**src/rtl/mcu_bus_transmitter_if.sv**
```systemverilog
// MCU parallel bus transmitter: write port, status flags and bus pins.
// master writes bytes; slave is the transmitter driving the bus.
interface mcu_bus_transmitter_if;
  logic       write_enable;
  logic [7:0] write_byte;
  logic       write_is_data;
  logic       fifo_full;
  logic       fifo_empty;
  logic       busy;
  logic       overflow;
  logic       mcu_bus_clock;
  logic [7:0] mcu_bus;
  logic       mcu_bus_command_data;

  modport master (
    output write_enable,
    output write_byte,
    output write_is_data,
    input  fifo_full,
    input  fifo_empty,
    input  busy,
    input  overflow,
    input  mcu_bus_clock,
    input  mcu_bus,
    input  mcu_bus_command_data
  );

  modport slave (
    input  write_enable,
    input  write_byte,
    input  write_is_data,
    output fifo_full,
    output fifo_empty,
    output busy,
    output overflow,
    output mcu_bus_clock,
    output mcu_bus,
    output mcu_bus_command_data
  );
endinterface

```
**src/rtl/mcu_bus_transmitter.sv**
```systemverilog
// Queues tagged bytes and serializes them onto the 8-bit MCU bus,
// one byte per generated bus clock, sampled by the receiver on its rise.
module mcu_bus_transmitter #(
  parameter int CLOCK_DIVIDER = 4,
  parameter int FIFO_DEPTH    = 8
) (
  input logic                  system_clock,
  input logic                  reset_n,
  mcu_bus_transmitter_if.slave bus
);
  localparam int AW = $clog2(FIFO_DEPTH);
  localparam int PW = AW + 1;
  localparam int CW =
    (CLOCK_DIVIDER > 1) ? $clog2(CLOCK_DIVIDER) : 1;
  localparam logic [CW-1:0] CNT_LAST = CW'(CLOCK_DIVIDER - 1);
  localparam logic [CW-1:0] CNT_ONE  = CW'(1);
  localparam logic [PW-1:0] PTR_ONE  = PW'(1);

  typedef enum logic [1:0] {
    IDLE,
    SETUP,
    STROBE
  } state_e;

  state_e        state_q, state_d;
  logic [CW-1:0] cnt_q, cnt_d;
  logic [PW-1:0] wr_q, wr_d;
  logic [PW-1:0] rd_q, rd_d;
  logic [8:0]    out_q, out_d;
  logic          clk_q, clk_d;
  logic          ovf_q, ovf_d;
  logic [8:0]    mem_q [FIFO_DEPTH];

  logic full;
  logic empty;
  logic push;
  logic pop;

  // Extra pointer MSB tells a full queue from an empty one
  assign empty = (wr_q == rd_q);
  assign full  = (wr_q[AW] != rd_q[AW]) &&
                 (wr_q[AW-1:0] == rd_q[AW-1:0]);
  assign push  = bus.write_enable && !full;

  always_comb begin
    state_d = state_q;
    cnt_d   = cnt_q + CNT_ONE;
    pop     = 1'b0;
    unique case (state_q)
      IDLE: begin
        cnt_d = '0;
        if (!empty) begin
          pop     = 1'b1;
          state_d = SETUP;
        end
      end
      SETUP: begin
        if (cnt_q == CNT_LAST) begin
          cnt_d   = '0;
          state_d = STROBE;
        end
      end
      STROBE: begin
        if (cnt_q == CNT_LAST) begin
          cnt_d   = '0;
          pop     = !empty;
          state_d = empty ? IDLE : SETUP;
        end
      end
      default: begin
        cnt_d   = '0;
        state_d = IDLE;
      end
    endcase
  end

  always_comb begin
    wr_d  = push ? (wr_q + PTR_ONE) : wr_q;
    rd_d  = pop ? (rd_q + PTR_ONE) : rd_q;
    out_d = pop ? mem_q[rd_q[AW-1:0]] : out_q;
    clk_d = (state_d == STROBE);
    ovf_d = ovf_q | (bus.write_enable & full);
  end

  always_ff @(posedge system_clock or negedge reset_n) begin
    if (!reset_n) begin
      state_q <= IDLE;
      cnt_q   <= '0;
      wr_q    <= '0;
      rd_q    <= '0;
      out_q   <= '0;
      clk_q   <= 1'b0;
      ovf_q   <= 1'b0;
    end else begin
      state_q <= state_d;
      cnt_q   <= cnt_d;
      wr_q    <= wr_d;
      rd_q    <= rd_d;
      out_q   <= out_d;
      clk_q   <= clk_d;
      ovf_q   <= ovf_d;
    end
  end

  // Storage needs no reset: entries are only read behind the pointers
  always_ff @(posedge system_clock) begin
    if (push) begin
      mem_q[wr_q[AW-1:0]] <= {bus.write_is_data, bus.write_byte};
    end
  end

  assign bus.fifo_full            = full;
  assign bus.fifo_empty           = empty;
  assign bus.busy                 = (state_q != IDLE);
  assign bus.overflow             = ovf_q;
  assign bus.mcu_bus_clock        = clk_q;
  assign bus.mcu_bus              = out_q[7:0];
  assign bus.mcu_bus_command_data = out_q[8];
endmodule
```
**src/flat_wrapper.sv**
```systemverilog
// flat-port wrapper written by rule: the top's interface ports become plain ports
module mcu_bus_transmitter_flat 
#(
  parameter int CLOCK_DIVIDER = 4,
  parameter int FIFO_DEPTH    = 8
)
  (system_clock, reset_n, bus_write_enable, bus_write_byte, bus_write_is_data, bus_fifo_full, bus_fifo_empty, bus_busy, bus_overflow, bus_mcu_bus_clock, bus_mcu_bus, bus_mcu_bus_command_data);
  mcu_bus_transmitter_if bus_i ();
  input logic system_clock;
  input logic reset_n;
  input wire logic [$bits(bus_i.write_enable)-1:0] bus_write_enable;
  input wire logic [$bits(bus_i.write_byte)-1:0] bus_write_byte;
  input wire logic [$bits(bus_i.write_is_data)-1:0] bus_write_is_data;
  output wire logic [$bits(bus_i.fifo_full)-1:0] bus_fifo_full;
  output wire logic [$bits(bus_i.fifo_empty)-1:0] bus_fifo_empty;
  output wire logic [$bits(bus_i.busy)-1:0] bus_busy;
  output wire logic [$bits(bus_i.overflow)-1:0] bus_overflow;
  output wire logic [$bits(bus_i.mcu_bus_clock)-1:0] bus_mcu_bus_clock;
  output wire logic [$bits(bus_i.mcu_bus)-1:0] bus_mcu_bus;
  output wire logic [$bits(bus_i.mcu_bus_command_data)-1:0] bus_mcu_bus_command_data;
  assign bus_i.write_enable = bus_write_enable;
  assign bus_i.write_byte = bus_write_byte;
  assign bus_i.write_is_data = bus_write_is_data;
  assign bus_fifo_full = bus_i.fifo_full;
  assign bus_fifo_empty = bus_i.fifo_empty;
  assign bus_busy = bus_i.busy;
  assign bus_overflow = bus_i.overflow;
  assign bus_mcu_bus_clock = bus_i.mcu_bus_clock;
  assign bus_mcu_bus = bus_i.mcu_bus;
  assign bus_mcu_bus_command_data = bus_i.mcu_bus_command_data;
  mcu_bus_transmitter #(.CLOCK_DIVIDER(CLOCK_DIVIDER), .FIFO_DEPTH(FIFO_DEPTH)) u_core (.system_clock(system_clock), .reset_n(reset_n), .bus(bus_i));
endmodule
```
**config.mk**
```make
export PLATFORM = sky130hd
export DESIGN_NAME = mcu_bus_transmitter_flat
export DESIGN_NICKNAME = d
export VERILOG_FILES = /design/src/rtl/mcu_bus_transmitter_if.sv /design/src/rtl/mcu_bus_transmitter.sv /design/src/flat_wrapper.sv
export SDC_FILE = /design/constraint.sdc
export NUM_CORES = 1
export LEC_CHECK = 0
export CORE_MARGIN = 8
export CORE_UTILIZATION = 55
export CTS_CLUSTER_SIZE = 8
export DETAILED_ROUTE_END_ITERATION = 10
export DONT_BUFFER_PORTS = 1
export PLACE_DENSITY = 0.74
export SLEW_MARGIN = 40
export SYNTH_ARGS = -nofsm -noshare
export SYNTH_HDL_FRONTEND = slang
export SYNTH_SLANG_ARGS = --single-unit
```
**constraint.sdc**
```tcl
create_clock -name system_clock -period 3.3 [get_ports system_clock]
set_input_delay 0.66 -clock system_clock [delete_from_list [all_inputs] [get_ports system_clock]]
set_output_delay 0.66 -clock system_clock [all_outputs]
set_load 0.02 [all_outputs]
```
==> metrics.md <==
| Metric | Value |
|---|---|
| Wire per inst | `21.0 µm` |
| Req. time, crit path | `2.64 ns` |
| Skew-Pair Late Insertion Delay | `0.35 ns` |
| GR peak layer | `met2` |
| Final setup vio count | `0` |
| Number of synthesized register bits | `95` |
| Synth area leader | `edfxtp_1` |
| Total track usage | `14.4%` |
| Setup Skew | `0.00979 ns` |
| Row count | `30` |
| Ys flop type | `edfxtp_1` |
| Final Cell Area | `4170 µm²` |
| Ports | `26` |
| Layout net count | `246` |
| Global-route wire length before repair | `10.4 mm` |
| Initial DRT Pass Iterations | `4` |
| GR Util met3 | `4.82%` |
| Slew margin rel. | `59.7%` |
| Port Buffers | `0` |
| Worst r2r src | `u_core.wr_q[0]$_DFFE_PN0P_` |
| Slew Limit Fails | `0` |
| Vias | `1794` |
| Asr flop ratio synth | `24.2%` |
| Mapped Cells | `210` |
| Vias in the first global route | `1902` |
| Post-Syn Area | `3800 µm²` |
| Max_cap viols | `0` |
| WL final | `6.53 mm` |
| VDD IR max | `0.291 mV` |
| Total CTS buffers | `9` |
| Met2 Track Usage GR | `23.4%` |
| Synth area leaders | `edfxtp_1 57%, dfrtp_1 15%, mux4_2 11%` |
| Pleak | `1.48 nW` |
| RSZ-0062 raised after global routing | `no` |
| Chip width | `99.1 µm` |
| CTS clk-pin slew, worst paths | `0.09 ns` |
| Critical path arrival | `1.68 ns` |
| Syn Area/Cell | `18.1 µm²` |
| R2R Setup Slk | `1.08 ns` |
| GRT overflow | `0` |
| Setup tns final | `0 ns` |
| Global routing usage on met1 | `17.0%` |
| # clock sinks | `95` |
| Pwr/cell area | `926 nW/µm²` |
| Total core area | `6760 µm²` |
| Worst r2r path cells | `5` |
| Inserted Diodes | `0` |
| Htree depth | `3` |
| Fmax | `428 MHz` |
| EDFF count, synth | `72` |
| Yosys Warn Count | `0` |
| Setup CP Type | `reg2out` |
| Pin count of the biggest net entering global routing | `24` |
| GP Congestion | `0.809` |
| Cell with the most instances after synthesis | `edfxtp_1` |
| Number of gates resized after cts | `0` |
| Sequential fraction of the synthesis area | `72.0%` |
| Final Hold Vio Count | `0` |
| Worst slew pin tran | `0.605 ns` |
| Yosys top cell area share | `56.9%` |
| Detailed placer's ending HPWL | `4.45 mm` |
| Distinct cells, synth | `31` |
| Top cells by count, synth | `72 x edfxtp_1, 23 x dfrtp_1, 18 x mux4_2, 18 x nor2_1, 12 x a21oi_1` |
| Vias per cell | `5.77` |
| Area after DPL | `3960 µm²` |
| Initial antenna violation count | `0` |
| Crit start category | `flop` |
| Die area | `9830 µm²` |
| 1st-iter DRT viols | `87` |
| Worst-path fanout max | `8` |
| Fin crit share | `70.9%` |
| Die Ht | `99.1 µm` |
| CTS tree | `done` |
| Outcome | `finished, final reports clean` |
| Share of cells above drive strength 1 | `22.1%` |
| Critical path endpoint category | `output pin` |
| Min cycle time layout | `2.34 ns` |
| Net count after synthesis | `229` |
| # DRC | `0` |
| RR Endpoint | `u_core.mem_q[5][7]$_DFFE_PP_` |
| CTS Root Cell | `clkbuf_8` |
| Area Overhead vs Synth | `9.67%` |
| Clk buf depth | `2` |
| Worst min path class | `in2async` |
| Detail Route Antenna Nets | `0` |
| Initial core utilization | `56.3%` |
==> sequential cells by signal, indices dropped and copies added, names as in the netlist <==
signal,count
u_core.state_q,2
u_core.cnt_q,2
u_core.mem_q,72
u_core.bus.mcu_bus_clock,1
u_core.out_q,9
u_core.bus.overflow,1
u_core.wr_q,4
u_core.rd_q,4
==> worst max-delay path by stage <==
stage | from | slack (ns) | depth (start not counted) | endpoint
3_3_place_gp | u_core.wr_q[0]$_DFFE_PN0P_ | 1.18 | 5 | u_core.mem_q[5][3]$_DFFE_PP_
3_5_place_dp | u_core.wr_q[0]$_DFFE_PN0P_ | 1.06 | 5 | u_core.mem_q[5][7]$_DFFE_PP_
2_1_floorplan | u_core.wr_q[0]$_DFFE_PN0P_ | 1.0 | 5 | u_core.mem_q[4][0]$_DFFE_PP_
6_report | u_core.wr_q[0]$_DFFE_PN0P_ | 0.96 | 3 | bus_fifo_full
4_1_cts | u_core.wr_q[0]$_DFFE_PN0P_ | 0.93 | 3 | bus_fifo_full
5_1_grt | u_core.wr_q[0]$_DFFE_PN0P_ | 0.85 | 3 | bus_fifo_full
==> kinds of logic after synthesis <==
group,share of synthesized area [%]
flip-flops,72.0
AND/OR/NAND/NOR,4.44
multiplexers,13.6
AO/OA/AOI/OAI,3.13
buffers and inverters,1.97
XOR/XNOR,2.53
adder cells (fa/ha/maj),2.30
==> worst max-delay path, cell delays in order, from the launching register on <==
cell	delay [ns]
dfrtp_1	0.48
xnor2_1	0.36
nand3_1	0.12
nor2_1	0.38
==> cells in the final DEF, fill, tap and decap left out, drive strengths merged, types with 2 or more instances in the layout <==
cell	Yosys	layout
edfxtp	72	72
dfrtp	23	23
nor2	18	18
mux4	18	18
buf	6	14
a21oi	12	12
clkbuf	2	10
mux2i	9	9
inv	8	9
xnor2	8	8
ha	7	7
nand2	3	3
xor2	3	3
nor3	3	3
o21bai	2	2
nand4	2	2
nand2b	2	2
and2	2	2
mux2	2	2
clkinvlp	0	2
==> repair_timing <==
action,CTS,global route
hold buffers,1,0
buffers inserted,0,0
endpoints found under the hold margin,23,0
==> layer usage <==
layer  share of wire (%)  wire length [µm]  vias up
li1                    -                 -      832
met1                  41              2670      906
met2                  51              3300       47
met3                 6.8               443        9
met4                 1.6               106        0
met5                   0                 0        -
==> report_power, final <==
part	leakage, nW	total, mW	internal [mW]	switching, mW
registers	0.920	1.81	1.58	0.228
clock network	0.0924	0.748	0.367	0.381
logic	0.469	1.31	0.593	0.713
==> stage by stage <==
step           power [mW]  setup slack [ns]  hold slack, ns  util (%)  cells
6_report             3.86             0.961           0.114      61.7    311
3_5_place_dp         3.16              1.06           0.365      58.5    295
2_1_floorplan        2.85             0.996           0.364         -    210
3_3_place_gp         3.12              1.18           0.365      58.5    295
4_1_cts              3.91             0.934          0.0986      61.7    311
5_1_grt              4.11             0.848          0.0956      61.7    311
==> layout make-up <==
type | count | area (µm²)
tap | 80 | 100
clock buffer | 10 | 138
fill | 492 | 2590
timing repair buffer | 14 | 118
sequential | 95 | 2740
inverter | 8 | 30.0
multi-input combinational | 99 | 990
clock inverter | 5 | 57.6
No activity file was read; power rests on OpenSTA's default activity.
